--- src/rtl/kem_instruction_sequencer.sv ---
// Program sequencer for the Saber compute core: fetches stored command words and issues them.
// Optional WAIT watchdog compiled in with `define SEQ_TIMEOUT_EN.
//
// state | meaning
// IDLE  | waiting for start after reset
// FETCH | program memory read of pc
// LOAD  | capture read data and decode
// ISSUE | captured word on the command port for one cycle
// WAIT  | launch outstanding, waiting for core_done
// HALT  | program ended (done), error if it ran off the end
module kem_instruction_sequencer #(
  parameter int ADDR_W    = 10,
  parameter int INS_W     = 37,
  parameter int TIMEOUT_W = 20
) (
  input  logic              clk,
  input  logic              rst,
  input  logic              start,
  output logic              ins_en,
  output logic [ADDR_W-1:0] ins_addr,
  input  logic [INS_W-1:0]  ins_data,
  output logic [34:0]       command_in,
  output logic              command_we0,
  output logic              command_we1,
  input  logic              core_done,
  output logic              busy,
  output logic              done,
  output logic              error,
  output logic [ADDR_W-1:0] pc
);

  localparam logic [2:0] S_IDLE  = 3'd0;
  localparam logic [2:0] S_FETCH = 3'd1;
  localparam logic [2:0] S_LOAD  = 3'd2;
  localparam logic [2:0] S_ISSUE = 3'd3;
  localparam logic [2:0] S_WAIT  = 3'd4;
  localparam logic [2:0] S_HALT  = 3'd5;

  localparam logic [ADDR_W-1:0] PC_MAX = {ADDR_W{1'b1}};
  localparam logic [ADDR_W-1:0] PC_ONE = {{(ADDR_W-1){1'b0}}, 1'b1};

  logic [2:0]        state, state_nxt;
  logic [ADDR_W-1:0] pc_q;
  logic [34:0]       cmd_q;
  logic              we0_q, we1_q;
  logic              is_launch_q, is_halt_q, wrap_q;
  logic              busy_q, done_q, error_q;
  logic              set_err;
  logic              timeout;
  logic              dec_launch, dec_halt;

  assign dec_launch = ins_data[35] && (ins_data[4:0] != 5'd0);
  assign dec_halt   = !ins_data[35] && !ins_data[36] && (ins_data[4:0] == 5'd31);

`ifdef SEQ_TIMEOUT_EN
  localparam logic [TIMEOUT_W-1:0] TO_ONE  = {{(TIMEOUT_W-1){1'b0}}, 1'b1};
  // Counter reaches all-ones on the cycle it would increment from this value.
  localparam logic [TIMEOUT_W-1:0] TO_LAST = {{(TIMEOUT_W-1){1'b1}}, 1'b0};

  logic [TIMEOUT_W-1:0] to_cnt;

  always_ff @(posedge clk) begin
    if (rst) begin
      to_cnt <= '0;
    end else if (state == S_ISSUE) begin
      to_cnt <= '0;
    end else if (state == S_WAIT) begin
      to_cnt <= to_cnt + TO_ONE;
    end
  end

  assign timeout = (to_cnt == TO_LAST);
`else
  assign timeout = 1'b0;
`endif

  always_comb begin
    state_nxt = state;
    set_err   = 1'b0;
    case (state)
      S_IDLE:  if (start) state_nxt = S_FETCH;
      S_FETCH: state_nxt = S_LOAD;
      S_LOAD:  state_nxt = S_ISSUE;
      S_ISSUE: begin
        if (is_halt_q) begin
          state_nxt = S_HALT;
        end else if (wrap_q) begin
          state_nxt = S_HALT;
          set_err   = 1'b1;
        end else if (is_launch_q) begin
          state_nxt = S_WAIT;
        end else begin
          state_nxt = S_FETCH;
        end
      end
      S_WAIT: begin
        if (core_done) begin
          state_nxt = S_FETCH;
        end else if (timeout) begin
          state_nxt = S_HALT;
          set_err   = 1'b1;
        end
      end
      S_HALT:  if (start) state_nxt = S_FETCH;
      default: state_nxt = S_IDLE;
    endcase
  end

  always_ff @(posedge clk) begin
    if (rst) begin
      state       <= S_IDLE;
      pc_q        <= '0;
      cmd_q       <= '0;
      we0_q       <= 1'b0;
      we1_q       <= 1'b0;
      is_launch_q <= 1'b0;
      is_halt_q   <= 1'b0;
      wrap_q      <= 1'b0;
      busy_q      <= 1'b0;
      done_q      <= 1'b0;
      error_q     <= 1'b0;
    end else begin
      state  <= state_nxt;
      busy_q <= (state_nxt != S_IDLE) && (state_nxt != S_HALT);
      done_q <= (state_nxt == S_HALT);
      if (((state == S_IDLE) || (state == S_HALT)) && start) begin
        pc_q    <= '0;
        error_q <= 1'b0;
      end
      if (set_err) error_q <= 1'b1;
      if (state == S_LOAD) begin
        cmd_q       <= ins_data[34:0];
        we0_q       <= ins_data[35];
        we1_q       <= ins_data[36];
        is_launch_q <= dec_launch;
        is_halt_q   <= dec_halt;
        // pc saturates at the top; ISSUE turns that into an error halt.
        wrap_q      <= (pc_q == PC_MAX);
        if (pc_q != PC_MAX) pc_q <= pc_q + PC_ONE;
      end
    end
  end

  assign ins_en      = (state == S_FETCH);
  assign ins_addr    = ins_en ? pc_q : '0;
  assign command_in  = cmd_q;
  assign command_we0 = (state == S_ISSUE) && we0_q;
  assign command_we1 = (state == S_ISSUE) && we1_q;
  assign busy        = busy_q;
  assign done        = done_q;
  assign error       = error_q;
  assign pc          = pc_q;

endmodule

--- config.mk ---
export PLATFORM = sky130hd
export DESIGN_NAME = kem_instruction_sequencer
export DESIGN_NICKNAME = d
export VERILOG_FILES = /design/src/rtl/kem_instruction_sequencer.sv
export SDC_FILE = /design/constraint.sdc
export NUM_CORES = 1
export LEC_CHECK = 0
export BUFFER_PORTS_ARGS = -buffer_cell sky130_fd_sc_hd__buf_2
export CAP_MARGIN = 0
export CORE_MARGIN = 4
export CORE_UTILIZATION = 45
export CTS_CLUSTER_SIZE = 14
export DETAILED_ROUTE_END_ITERATION = 10
export HOLD_SLACK_MARGIN = 0.05
export PLACE_DENSITY = 0.82
export SLEW_MARGIN = 40
export SYNTH_ARGS = -nofsm -noshare
export SYNTH_HDL_FRONTEND = slang
export SYNTH_SLANG_ARGS = --single-unit
--- constraint.sdc ---
create_clock -name clk -period 3.2 [get_ports clk]
set_clock_uncertainty 0.15 [all_clocks]
set_input_delay 0.32 -clock clk [delete_from_list [all_inputs] [get_ports clk]]
set_output_delay 0.32 -clock clk [all_outputs]
set_load 0.02 [all_outputs]
==> impl_results.md <==
* Hold endpoint: command_in[21]
* Hold Vio Cnt, Final at 0
* Buffers added on ports at between 100 and 150
* Die height at 79.7 µm
* Design Area, Final at between 0.002 and 0.003 mm²
* Initial antenna violation count at 0
* Hold Crit Start: ins_data[21]
* Post-CTS resize count at 0
* Routability congestion estimate at slightly above 0.8
* Post-route setup TNS at 0 ps
* CTS tree: yes
* Seq pwr share at 0.481
* Synth area leader: dfxtp_1
* DP HPWL at approximately 4.2 mm
* Drt total wl at roughly 5.8 mm
* Number of distinct library cells after synthesis at 41
* Post-CTS Repair Setup Buffers at 0
* I/O Pins at around 100
* DRC Markers at 0
* DR vias/cell at 5.20
* H-tree depth reported by CTS at 2
* N_diodes at 0
* Critical Path Start Type: flip-flop
* Initial Util at 0.477
* Syn_area_per_cell at slightly above 8 µm²
* Worst Hold Depth at 3
* #FFs+latches synth at 56
* CP Max Fanout at 9
* Tmin final at roughly 2200 ps
* Fillcell total at ~470
* Max-slew headroom at 0.624
* Max Clock Freq at around 460 MHz
* CP max-delay cell: o31ai_4
* CTS max path bufs at 2
* Fin Hold WS at between 80 and 90 ps
* Clock sinks at 56
* # hold bufs at CTS at 0
* Gate Count Post-Synth at 287
* Sw power at approximately 0.00051 W
* Power consumption at between 0.0015 and 0.002 W
* Share of cells above drive strength 1 at 0.303
* Clk_lat worst skew at around 300 ps
* Logic pwr share at 0.227
* ANT nets after route at 0
* Area fraction of the dominant cell type after synthesis at 0.485
* WS Path Type: flip-flop to flip-flop
* Seq/Total Area, Yosys at 0.485
* Status: finished, final reports clean
* TritonRoute pass-1 iters at 5
* Synth Net Count at 329
* Max Transition Viols Final at 0
* Worst vdd ir at about 0.33 mV
* Worst EP arrival at 2220 ps
* Core footprint at 0.00485 mm²
* R2R setup slack at between 1000 and 1500 ps
* Syn-to-layout area delta at 28.5%
* Yosys Warn Count at 0
* Die X at 79.7 µm
* Clk network pwr share at 0.292
* Final #Nets at approximately 420
* RSZ-0062 raised after global routing: false
* GR Overflow Total at 0
* Number of synthesized flops with an enable pin at 0
* Most frequent cell after synthesis: nand2_1
* Slew @ Worst Pin at 565 ps
* Global-route usage over all layers at 0.181
* First-pass GRT wire length at about 9.4 mm
* Reg2Reg Capture Point: pc[4]
* Crit Reg-Reg Startpoint: pc[0]
* Starting DRT DRC Count at around 180
* Detailed-route wire length per cell at roughly 13 µm
* Critical path's largest stage delay at ~520 ps
* Tcrit/Tclk final at 0.675
* Leading post-synthesis cells by cell area: dfxtp_1 (48%), nand2_1 (13%), a21oi_1 (10%), nand3_1 (3.0%), and2_1 (3.0%)
* Placed Area at about 0.0028 mm²
* Vias after detailed routing at 2323
* LEAKAGE at 1.31 nW
* Reg2reg path depth at 5
* Pint at 0.00115 W
* Clock-pin slew on the worst setup and hold paths at roughly 100 ps
* Worst EP required at around 3300 ps
* TritonCTS buffer count at 5
* Tightest Hold Check Type: input pin to flip-flop
* Async SR Flop Fraction at 0
* P per Cell Area at around 560 mW/mm²
* Post-synth top cells: nand2_1 (82), dfxtp_1 (56), a21oi_1 (46)
* Row count at 25
* Clock tree root driver cell: clkbuf_8
* Largest net degree at the start of global routing at 57
* Final core utilization at 0.613
* Number of global-route vias before repair at ~2100
* Die Area at 0.00635 mm²
* CP cell instances: ha_1 > nand3_1 > o31ai_4 > nand2_1 > a311oi_1
* Max cap viols at 0
* Syn Std Cell Area at between 0.002 and 0.0025 mm²
* Top FF cell, synth: dfxtp_1
* Sw Share at 0.308
* Count of final setup violators at 0
* Critical path endpoint category: flip-flop
-- state kept, by name, summed over array words and instances, names as in the netlist --
| register | count |
|---|---|
| busy | 1 |
| we0_q | 1 |
| command_in | 35 |
| we1_q | 1 |
| is_halt_q | 1 |
| is_launch_q | 1 |
| wrap_q | 1 |
| state | 3 |
| pc | 10 |
| error | 1 |
| done | 1 |
-- worst max path at each step --
| stage | from | endpoint |
|---|---|---|
| 2_1_floorplan | pc[0] | pc[4] |
| 3_3_place_gp | state[0] | pc[8] |
| 3_5_place_dp | pc[0] | pc[4] |
| 4_1_cts | state[0] | ins_addr[8] |
| 5_1_grt | pc[0] | pc[4] |
| 6_report | pc[0] | pc[4] |
-- placed cells by master, fill, tap and decap left out, types with 2 or more instances in the layout --
cell type,synthesis,final
nor3b_1,3,3
nor2b_1,4,4
a21oi_1,46,46
clkbuf_8,0,6
or3_1,4,4
xnor2_1,2,2
nand4_1,2,2
nor3_1,4,4
nand2_1,82,82
o21ai_0,3,3
and2_1,11,11
nor2_1,3,3
buf_4,0,4
nand3b_1,2,2
and3_1,5,5
buf_2,5,100
nand3_1,14,14
dfxtp_1,56,56
a31oi_1,4,4
-- power groups by stage --
stage                     registers, W  clock network (W)  logic (W)
final                         0.000797           0.000484   0.000375
after global routing          0.000808           0.000521   0.000419
after CTS                     0.000797           0.000494   0.000380
after detailed placement      0.000813                  0   0.000380
after global placement        0.000810                  0   0.000371
after floorplan               0.000866                  0   0.000202
-- final cells by class --
| cell class | instances | area [µm²] | area share |
|---|---|---|---|
| Clock buffer | 6 | 82.6 | 0.0278 |
| Clock inverter | 2 | 38.8 | 0.0131 |
| Inverter | 1 | 3.75 | 0.00126 |
| Multi-Input combinational cell | 211 | 1110 | 0.374 |
| Sequential cell | 56 | 1120 | 0.377 |
| Tap cell | 67 | 83.8 | 0.0282 |
| Timing Repair Buffer | 104 | 531 | 0.179 |
-- critical path: cells and delay by family (launching register included) --
family,cells,cell delay [ps]
simple gates,2,400
flops,1,440
fa+ha+maj,1,240
compound gates,2,830
-- per-layer routing --
metal / track usage / share of wire
met5: 0 / 0
met4: 0.0464 / 0.0095
met3: 0.0655 / 0.088
met2: 0.304 / 0.48
met1: 0.219 / 0.42
-- metrics by stage --
stage / instances / setup slack (ps)
final: 447 / 1040
after floorplan: 287 / 1290
after detailed placement: 439 / 1120
after global placement: 439 / 1220
after CTS: 447 / 1090
after global routing: 447 / 911
-- kinds of logic after synthesis --
kind of cell	Yosys count	share of synthesized area
xor+xnor	2	0.00758
compound gates	63	0.159
flops	56	0.485
fa+ha+maj	1	0.00541
mux	1	0.00433
buf+inv	20	0.0352
simple gates	144	0.304
Power figures use the tool's default switching activity.
